File: src/rtl/spi_mem_ctrl.sv
// spi_mem_ctrl: answers mem_ctrl_op requests with one single-byte
// transaction on a 23LC512-style SPI SRAM (mode 0, SCLK = clock/2).
package controlpack;
  typedef enum logic [1:0] {
    MEM_NOP   = 2'b00,
    MEM_READ  = 2'b01,
    MEM_WRITE = 2'b10
  } mem_ctrl_op_e;
endpackage

module spi_mem_ctrl
  import controlpack::*;
#(
  parameter int DATA_BUS_WIDTH = 8,
  parameter int ADDR_WIDTH     = 16
) (
  input  logic                      clock,
  input  logic                      reset,
  input  logic [1:0]                mem_ctrl_op,
  input  logic [ADDR_WIDTH-1:0]     address,
  input  logic [DATA_BUS_WIDTH-1:0] data_in,
  output logic [DATA_BUS_WIDTH-1:0] data_out,
  output logic                      mem_op_done,
  output logic                      spi_cs_n,
  output logic                      spi_sclk,
  output logic                      spi_mosi,
  input  logic                      spi_miso
);

  localparam int FW = 24 + DATA_BUS_WIDTH;
  localparam int CW = $clog2(FW);
  localparam logic [CW-1:0] LAST = CW'(FW - 1);

  typedef enum logic [1:0] {
    IDLE,
    SHIFT,
    DONE,
    GAP
  } state_e;

  state_e                    state_q, state_d;
  logic [FW-1:0]             sr_q, sr_d;
  logic [CW-1:0]             cnt_q, cnt_d;
  logic                      phase_q, phase_d;
  logic                      rd_q, rd_d;
  logic [DATA_BUS_WIDTH-1:0] dout_q, dout_d;
  logic                      cs_n_q, cs_n_d;
  logic                      sclk_q, sclk_d;
  logic                      mosi_q, mosi_d;
  logic                      done_q, done_d;
  logic                      is_rd, is_wr;
  logic [7:0]                cmd;
  logic [DATA_BUS_WIDTH-1:0] payload;

  // Next-state and next-output logic; pins are registered below.
  always_comb begin
    state_d = state_q;
    sr_d    = sr_q;
    cnt_d   = cnt_q;
    phase_d = phase_q;
    rd_d    = rd_q;
    dout_d  = dout_q;
    cs_n_d  = 1'b1;
    sclk_d  = 1'b0;
    mosi_d  = 1'b0;
    done_d  = 1'b0;
    is_rd   = (mem_ctrl_op == MEM_READ);
    is_wr   = (mem_ctrl_op == MEM_WRITE);
    cmd     = is_rd ? 8'h03 : 8'h02;
    payload = is_rd ? '0 : data_in;
    unique case (state_q)
      IDLE: begin
        if (is_rd || is_wr) begin
          rd_d    = is_rd;
          sr_d    = {cmd, 16'(address), payload};
          cnt_d   = '0;
          phase_d = 1'b0;
          state_d = SHIFT;
          cs_n_d  = 1'b0;
          mosi_d  = sr_d[FW-1];
        end
      end
      SHIFT: begin
        cs_n_d = 1'b0;
        if (!phase_q) begin
          // Rising SCLK half: MOSI holds the current MSB.
          phase_d = 1'b1;
          sclk_d  = 1'b1;
          mosi_d  = sr_q[FW-1];
        end else begin
          // Falling SCLK half: capture MISO, present next bit.
          sr_d    = {sr_q[FW-2:0], spi_miso};
          phase_d = 1'b0;
          if (cnt_q == LAST) begin
            state_d = DONE;
            cs_n_d  = 1'b1;
            done_d  = 1'b1;
            if (rd_q) begin
              dout_d = sr_d[DATA_BUS_WIDTH-1:0];
            end
          end else begin
            cnt_d  = cnt_q + CW'(1);
            mosi_d = sr_d[FW-1];
          end
        end
      end
      DONE: begin
        state_d = GAP;
      end
      GAP: begin
        state_d = IDLE;
      end
      default: begin
        state_d = IDLE;
      end
    endcase
  end

  // State, datapath and pin registers with async reset.
  always_ff @(posedge clock or posedge reset) begin
    if (reset) begin
      state_q <= IDLE;
      sr_q    <= '0;
      cnt_q   <= '0;
      phase_q <= 1'b0;
      rd_q    <= 1'b0;
      dout_q  <= '0;
      cs_n_q  <= 1'b1;
      sclk_q  <= 1'b0;
      mosi_q  <= 1'b0;
      done_q  <= 1'b0;
    end else begin
      state_q <= state_d;
      sr_q    <= sr_d;
      cnt_q   <= cnt_d;
      phase_q <= phase_d;
      rd_q    <= rd_d;
      dout_q  <= dout_d;
      cs_n_q  <= cs_n_d;
      sclk_q  <= sclk_d;
      mosi_q  <= mosi_d;
      done_q  <= done_d;
    end
  end

  assign data_out    = dout_q;
  assign mem_op_done = done_q;
  assign spi_cs_n    = cs_n_q;
  assign spi_sclk    = sclk_q;
  assign spi_mosi    = mosi_q;

endmodule
File: config.mk
export PLATFORM = sky130hd
export DESIGN_NAME = spi_mem_ctrl
export DESIGN_NICKNAME = d
export VERILOG_FILES = /design/src/rtl/spi_mem_ctrl.sv
export SDC_FILE = /design/constraint.sdc
export NUM_CORES = 1
export LEC_CHECK = 0
export BUFFER_PORTS_ARGS = -buffer_cell sky130_fd_sc_hd__buf_2
export CAP_MARGIN = 5
export CORE_MARGIN = 3
export CORE_UTILIZATION = 45
export CTS_BUF_LIST = sky130_fd_sc_hd__clkbuf_8
export DETAILED_ROUTE_END_ITERATION = 8
export GPL_ROUTABILITY_DRIVEN = 0
export GPL_TIMING_DRIVEN = 0
export HOLD_SLACK_MARGIN = 0.08
export PLACE_DENSITY = 0.71
export SETUP_SLACK_MARGIN = 0.1
export SLEW_MARGIN = 15
export SYNTH_ARGS = -nofsm -noshare
export SYNTH_HDL_FRONTEND = slang
export SYNTH_SLANG_ARGS = --single-unit
File: constraint.sdc
create_clock -name clock -period 2.7 [get_ports clock]
set_clock_uncertainty 0.05 [all_clocks]
set_input_delay 0.27 -clock clock [delete_from_list [all_inputs] [get_ports clock]]
set_output_delay 0.27 -clock clock [all_outputs]
set_load 0.1 [all_outputs]
==> reports/results.ini <==
[status]
status=finished clean

[pwr]
power_switching_uw=1250
ir_worst_vdd_mv=0.451
comb_power_share=0.457
pwr-share-seq=0.391
p_leak_uw=0.00140
p_clk_frac=0.152
p_per_area_nw_per_um2=1090
power.internal_uw=1900
switching_share=0.396

[floorplanning]
coreArea_um2=5200
row_count=26
die_w_um=80.0
die_h_um=80.0
dieArea_um2=6400
io_pins=41
initial_core_util=0.473

[setup_path]
worstSetupEndpointType=flip-flop
cp.required_ns=2.84
crit_chain=ha_1, and3_1, ha_1, and3_1, nand2_1, mux2_2
cp_max_fo=8
cp_num_buf_inv=0
slowest_delay_ns=0.42
worstSetupStartpointType=flip-flop
setup.worst_path.class=reg -> reg
startpoint=cnt_q[0]
r2r_start=cnt_q[0]
path_delay_family=simple AND/OR/NAND/NOR gates
crit_slowest_cell=dfrtp_1
cp.arrival_ns=2.31

[grt]
antenna_found_initial=0
top_usage_layer=met2
grt_use_met3=0.0339
grt_max_degree=31
first_global_vias=1774
grt_pass1_wl_mm=8.24
met2_usage=0.264
use_met1=0.221
track_usage=0.163
gr-total-overflow=0

[routing]
drtIter0Drc=126
drt_wl_total_mm=4.78
antenna_left=0
drt_drc_violations_left=0
post_drt_wl_per_cell_um=14.8
num_vias=1782
via_per_inst=5.53
drt_pre_antenna_iters=4

[timing]
fin_crit_ns=2.17
finalHoldViolations=0
max_freq_mhz=461
relSlewSlack=0.647
tns_ns=0
worst_pin_slew_ns=0.528
rsz0062_at_grt=false
finalSetupViolCount=0
fin_crit_sh=0.804
slew_viol_final=0

[clocking]
cts-root-buf=clkbuf_8
cts_tree=yes
clk_latency_ns=0.30
path_clk_slew_ns=0.09
cts_sinks=53
post-cts-setup-buffers=0
htree_levels=2
max-clock-path-buffers=2
cts_inserted_buffers=5

[final_layout]
antenna_cells=0
fill_cells=472
drive_above_1_share=0.282
area_delta_synth_final_pct=17.0
nets=287
final_util=0.554

[synth]
ys_seq_elements=53
async_reset_ff_frac=1.00
ys_seq_area_frac=0.539
yosysUniqueCellTypes=34
syn_area_um2=2460
synth_ff_type=dfrtp_1
synth_nets=238
yosysWarningCount=0
synth_edf_count=0
avgSynthCellArea_um2=12.2
netlist_instances=202

[run]
drv_cap=0

[place]
hpwl_mm=3.45
io_buffers=40

[hold_path]
hold_class=in -> reg
hold_start=spi_miso

[through the flow]
stage               instances  worst slack, ns  power [uW]  cell area [um2]  hold WS (ns)
floorplan                 202            0.770        2370             2460         0.371
global placement          312            0.406        2650             2750         0.420
detailed placement        313            0.550        2700             2770         0.292
CTS                       322            0.523        3180             2880         0.165
global route              322            0.418        3400             2880         0.173
finish                    322            0.529        3150             2880         0.175
[power groups by stage]
stage | combinational, uW | sequential [uW] | clock, uW
after global routing | 1610 | 1270 | 526
after global placement | 1410 | 1240 | 0
after detailed placement | 1460 | 1240 | 0
after CTS | 1460 | 1230 | 496
final | 1440 | 1230 | 478
after floorplan | 1050 | 1310 | 0
[registers in the layout (all words and copies together), names as in the netlist]
signal       flops
cnt_q            5
data_out         8
mem_op_done      1
phase_q          1
rd_q             1
spi_cs_n         1
spi_mosi         1
spi_sclk         1
sr_q            32
state_q          2
[area by class of cell]
| class | instances | area, um2 | area share |
|---|---|---|---|
| buffer | 14 | 71.3 | 0.0248 |
| inverter | 7 | 26.3 | 0.00912 |
| timing repair buffer | 42 | 230 | 0.0799 |
| multi-input combinational | 128 | 1040 | 0.360 |
| clock buffer | 7 | 96.3 | 0.0334 |
| clock inverter | 1 | 5.00 | 0.00174 |
| sequential | 53 | 1330 | 0.461 |
| tap | 70 | 87.6 | 0.0304 |
[routing by layer]
metal	vias up	routed length [um]	part of all wire
met5	-	0	0
met4	0	55	0.012
met3	5	143	0.030
met2	23	2310	0.48
met1	899	2280	0.48
li1	855	-	-
[kinds of logic (layout without fill, tap and decap cells)]
family	after synthesis	after routing	share of synthesized area
AO/OA/AOI/OAI	60	60	0.169
AND/OR/NAND/NOR	24	24	0.0569
adder cells (fa/ha/maj)	7	7	0.0356
multiplexers	37	37	0.160
flip-flops	53	53	0.539
buffers and inverters	21	71	0.0396
[Yosys cell counts, drive strengths merged (5+ instances only)]
cell type  count  area, um2
mux2i         19        190
mux2          18        203
a21oi         17       85.1
clkbuf         6       22.5
inv            7       26.3
nand2          5       18.8
dfrtp         52       1300
ha             7       87.6
and3           5       31.3
buf            8       48.8
a22o          15        131
a31oi         17        106
[path summary, 6_finish.rpt]
kind                          endpoint  slack (ns)  cells after the start
hold / removal             data_out[0]        0.17                      2
setup / recovery           data_out[1]        0.53                      6
setup reg to reg           data_out[1]        0.53                      6
min in group asynchronous  data_out[7]        0.49                      3
hold reg to reg               sr_q[30]        0.45                      1
max in group asynchronous     cnt_q[4]        1.56                      4
[placed cells by master, fill, tap and decap left out, types with 6 or more instances in the layout]
master / count
mux2_2: 10
a31oi_1: 17
clkbuf_1: 6
clkbuf_8: 7
inv_1: 6
mux2_1: 8
ha_1: 7
mux2i_1: 19
buf_2: 46
dfrtp_1: 52
a21oi_1: 17
a22o_1: 15
[repair_timing]
action,4_1_cts,5_1_grt
hold endpoints to repair,22,0
resized for setup,0,0
hold buffers,1,0
Power figures use the tool's default switching activity.
